## src/rtl/conv_encoder_k3.sv

```systemverilog
// Rate-1/2 feedforward convolutional encoder, K-1 zero tail bits per frame; 1-cycle latency.
// Registered output; in_ready drops while the output is stalled and throughout the tail.
module conv_encoder_k3 #(
  parameter int             K  = 3,
  parameter logic [K-1:0]   G0 = 3'b111,
  parameter logic [K-1:0]   G1 = 3'b101
) (
  input  logic       clk,
  input  logic       reset,
  input  logic       in_valid,
  output logic       in_ready,
  input  logic       in_bit,
  input  logic       in_last,
  output logic       out_valid,
  input  logic       out_ready,
  output logic [1:0] out_sym,
  output logic       out_last,
  output logic       busy
);

  localparam int CW = $clog2(K);

  typedef enum logic {DATA, TAIL} state_t;

  state_t          state, state_nxt;
  logic [CW-1:0]   tail_cnt, tail_cnt_nxt;
  logic [K-2:0]    sr;
  logic [K-1:0]    w;
  logic            out_free;
  logic            load;
  logic            u;
  logic            final_tail;

  always_ff @(posedge clk) begin
    if (reset) begin
      state    <= DATA;
      tail_cnt <= '0;
    end else begin
      state    <= state_nxt;
      tail_cnt <= tail_cnt_nxt;
    end
  end

  always_comb begin
    out_free     = !out_valid || out_ready;
    state_nxt    = state;
    tail_cnt_nxt = tail_cnt;
    in_ready     = 1'b0;
    load         = 1'b0;
    u            = 1'b0;
    final_tail   = 1'b0;
    case (state)
      DATA: begin
        in_ready = out_free;
        if (in_valid && out_free) begin
          load = 1'b1;
          u    = in_bit;
          if (in_last) begin
            state_nxt    = TAIL;
            tail_cnt_nxt = CW'(K - 1);
          end
        end
      end
      TAIL: begin
        // tail bits are zeros, flushing the trellis back to state 0
        if (out_free) begin
          load         = 1'b1;
          tail_cnt_nxt = tail_cnt - 1'b1;
          if (tail_cnt == CW'(1)) begin
            final_tail = 1'b1;
            state_nxt  = DATA;
          end
        end
      end
      default: state_nxt = DATA;
    endcase
    w = {u, sr};
  end

  always_ff @(posedge clk) begin
    if (reset) begin
      sr        <= '0;
      out_valid <= 1'b0;
      out_sym   <= 2'b00;
      out_last  <= 1'b0;
      busy      <= 1'b0;
    end else begin
      if (load) begin
        sr        <= w[K-1:1];
        out_sym   <= {^(w & G1), ^(w & G0)};
        out_last  <= final_tail;
        out_valid <= 1'b1;
      end else if (out_ready) begin
        out_valid <= 1'b0;
      end
      // a new frame accepted in the same cycle as out_last keeps busy high
      if (load)
        busy <= 1'b1;
      else if (out_valid && out_ready && out_last)
        busy <= 1'b0;
    end
  end

endmodule

```

## config.mk

```make
export PLATFORM = sky130hd
export DESIGN_NAME = conv_encoder_k3
export DESIGN_NICKNAME = d
export VERILOG_FILES = /design/src/rtl/conv_encoder_k3.sv
export SDC_FILE = /design/constraint.sdc
export NUM_CORES = 1
export LEC_CHECK = 0
export BUFFER_PORTS_ARGS = -buffer_cell sky130_fd_sc_hd__buf_2
export CORE_AREA = 2 2 39 41
export DETAILED_ROUTE_END_ITERATION = 7
export DIE_AREA = 0 0 41 43
export PLACE_DENSITY = 0.65
export SYNTH_ARGS = -nofsm -noshare
export SYNTH_HDL_FRONTEND = slang
export SYNTH_SLANG_ARGS = --single-unit
```

## constraint.sdc

```tcl
create_clock -name clk -period 1.4 [get_ports clk]
set_input_delay 0.28 -clock clk [delete_from_list [all_inputs] [get_ports clk]]
set_output_delay 0.28 -clock clk [all_outputs]
set_load 0.03 [all_outputs]
```

Word-level counts from Yosys, hierarchy flattened. Cells that the tools add are included.

Flip-flop bits (word level): 10. Latch bits: 0. Bits in writable memories: 0. ROM bits: 0. Input bits: 6. Output and inout bits: 6. Word-level logic and storage cells: 45. Memories: 0.

$add $sub $neg: 1. Multipliers: 0. Divide/modulo/power cells: 0. Order comparisons: 0. Eq/ne operators: 4. Shifts and indexed selects: 0. Mux-type cells: 22. Bitwise operators: 1. Reductions and logical operators: 10.

Operators with widths (count): $mux 1 (16); $mux 2 (3); $reduce_xor 3->1 (2); $ne 2x2->1 const B (2); $pmux 1 s2 (2); $pmux 2 s2 (1); $reduce_bool 2->1 (2); $logic_and 1x1->1 (3); $reduce_and 3->1 (1); $eq 2x1->1 const B (1); $ne 2x1->1 const B (1); $sub 2x1->2 const B (1); $logic_not 1->1 (1); $logic_or 1x1->1 (1); $not 1->1 (1).

Longest topological paths before layout.
Depth in word-level cells: 6. Depth in mapped cells: 5. Gate-level depth less buffers: 5.

Worst setup path after synthesis. OpenSTA, ideal clock, no wires.

Path type: flip-flop to output port. From: reg out_valid. To: out in_ready. Arrival time: 1.158 ns. Data required time: 1.120 ns. Setup slack: -0.038 ns. Cell stages (with the launch flop): 4. Buffers on the path: 1. Path through: dfxtp_1 > nor2b_1 > buf_4 > nor2_1.

Cells in the longest elaborated chain, start to end: 3.

Ends and longest elaborated chain: start: declaration (RTL line 14) `output logic out_valid,`; start signal: assignment (RTL line 83) `out_valid <= 1'b0;`; start signal: assignment (RTL line 92) `out_valid <= 1'b1;`; start signal: assignment (RTL line 94) `out_valid <= 1'b0;`; $logic_not 1->1 (RTL line 45) `out_free = !out_valid || out_ready;`; $logic_or 1x1->1 (RTL line 45); $mux 1 (RTL line 52) `case (state)`; end: declaration (RTL line 11) `output logic in_ready,`.

No other way between the ends.

Worst setup path after layout. Same ends and word-level chain as after synthesis.

==> impl_metrics.toml <==
[clock_tree]
cts_tree = "done"
cts_buffer_depth = 2
cts.sinks = 10
htree_levels = 1
cts-buffers-inserted = 3
cts-root-buf = "clkbuf_4"
clk_pin_slew_ps = 60
hold_buffers = 0
clock_latency_ps = 270

[grt]
grt_pass1_vias = 399
grt_max_degree = 12
grt_pass1_wl_um = 1730
antenna_found_initial = 0
grt_overflow = 0
grt_util_all_layers = 0.150

[cells_and_area]
multi_input_area_sq_um = 284
drive_gt1_frac = 0.360
nNetsFinal = 84
layout_commonest_cell = "buf_2"
diodes = 0
ff_latch_area_sq_um = 201
nFillCells = 147
final_cells = 91
syn_to_final_growth_pct = 30.7
layout_common_cells = "buf_2, dfxtp_1, a21oi_1"

[detailed_routing]
drt_iter0_drc = 6
via_per_inst = 5.11
drt-total-wl_um = 1080
ant_nets = 0
route.detailed.drc = 0
wl_per_cell_um = 11.9
via_count = 465
drtPass1Iterations = 3

[sta]
period_share = 0.961
setup_viol = 0
rsz0062_at_grt = "no"
min_period_ps = 1350
fin_skew_ps = 2.91
finalHoldViolCount = 0
drv_slew = 0
worstMarginPinSlew_ps = 548
fmax_ghz = 0.743
relSlewSlack = 0.630

[worst_setup_path]
worstPathMaxFanout = 4
critPathSlowestCell = "dfxtp_2"
slowest_delay_ps = 330
critPathKind = "reg2out"
worst_setup_path_start_kind = "register"
cp.required_ps = 1120
crit_path_end_kind = "output port"
cp.arrival_ps = 1070
critPathMostFrequentCell = "buf_6"
crit_chain = "nor2b_4 -> buf_6 -> nor2_2 -> buf_6"

[synth]
ys_types = 24
ys_seq_area_frac = 0.403
synth_top_area_share = 0.403
synth_ff_type = "dfxtp_1"
synthAdderAreaFrac = 0.0252
yosys.area_share.simple = 0.257
synth_fp_nets = 65
muxShareOfSynthArea = 0
synth-xor-area-share = 0.0353
yosysWarnings = 0
synth_area_sq_um = 497
synth_edf_count = 0
ys_async_sr_fraction = 0
ys_seq_elements = 10
yosys-top-cells-area = "dfxtp_1, a21oi_1, o21ai_1"
synth_top_family_by_area = "simple AND/OR/NAND/NOR gates"
synth_cells = 58
synth_compound_area_frac = 0.209
yosys.area.top_type = "dfxtp_1"
synth_area_per_cell_sq_um = 8.56

[place]
place_inst = 85
portBuffers = 11
dp_hpwl_um = 730
place.gp.congestion = 0.750

[outcome]
status = "complete, no violations"

[die]
core_area_sq_um = 1380
die_height_um = 43
initial_utilization = 0.359
rows = 14
ios = 12
die_w_um = 41
dieArea_sq_um = 1760

[pwr]
p_leak_nw = 0.269
powerDensity_nw_per_um2 = 1060
ir_worst_vdd_mv = 0.510
power_mw = 0.688

[job]
cap_violations = 0

[hold_path]
hp-class = "in2reg"
## worst paths after layout
check	cells past startpoint	slack [ps]	endpoint	startpoint
worst max-delay path	4	50	in_ready	out_valid$_SDFFE_PP0P_
worst min-delay path	3	300	state$_SDFF_PP0_	in_last
worst max register to register	4	70	out_sym[1]$_SDFFE_PP0P_	out_valid$_SDFFE_PP0P_
worst min register to register	2	460	busy$_SDFFE_PP0P_	busy$_SDFFE_PP0P_
## layout make-up
class	instances	area share
Clock buffer	3	0.0347
Inverter	3	0.0173
Timing Repair Buffer	17	0.170
Sequential cell	10	0.310
Multi-Input combinational cell	42	0.437
Tap cell	16	0.0308
## power by group
part	internal [mW]	total (mW)	leakage, nW	switching, mW
logic	0.0749	0.170	0.173	0.0954
clock network	0.0995	0.199	0.0138	0.0992
registers	0.306	0.319	0.0825	0.0130
## metrics by stage
stage	util	TNS [ps]	instance area [sq um]	hold slack, ps	setup WS (ps)
2_1_floorplan	-	-4.15	499	405	-4.15
3_3_place_gp	0.414	0	573	443	165
3_5_place_dp	0.414	0	573	451	154
4_1_cts	0.439	0	607	291	24.0
5_1_grt	0.469	0	649	315	7.20
6_report	0.469	0	649	295	54.2
## logic make-up (layout without fill, tap and decap cells)
| group | after synthesis | count (layout) |
|---|---|---|
| simple gates | 21 | 21 |
| compound gates | 18 | 18 |
| flops | 10 | 10 |
| buf+inv | 6 | 23 |
| xor+xnor | 2 | 2 |
| fa+ha+maj | 1 | 1 |
## synthesized netlist by cell type (2+ instances only)
cell type,count
o21ai_0,3
nor2b_1,2
inv_1,3
xnor2_1,2
o21ai_1,4
nand2_1,3
nor2_1,3
nand3_1,3
a21oi_1,8
nand3b_1,2
dfxtp_1,10
nor3_1,2
buf_4,2
## flip-flops by register name, indices dropped and copies added, names as in the netlist
name and count:
busy 1, out_valid 1, tail_cnt 2, sr 2, state 1, out_sym 2, out_last 1
## per-layer routing
metal  track usage  up-vias  routed length [um]
met4        0.0800        0                  23
li1              -      239                   -
met5             0        -                   0
met2         0.188       10                 487
met3        0.0785        4                  71
met1         0.201      212                 497
## what timing repair did
| item | 4_1_cts | 5_1_grt |
|---|---|---|
| pin swaps | 0 | 0 |
| gates resized for setup | 4 | 3 |
| setup endpoints to repair | 1 | 1 |
| setup buffers | 0 | 3 |
| hold endpoints to repair | 0 | 0 |
## worst max-delay path: cells and delay by family (launching register included)
family        cells  cell delay, ps
buf+inv           2             260
simple gates      2             220
flops             1             330
Power figures use the tool's default switching activity.
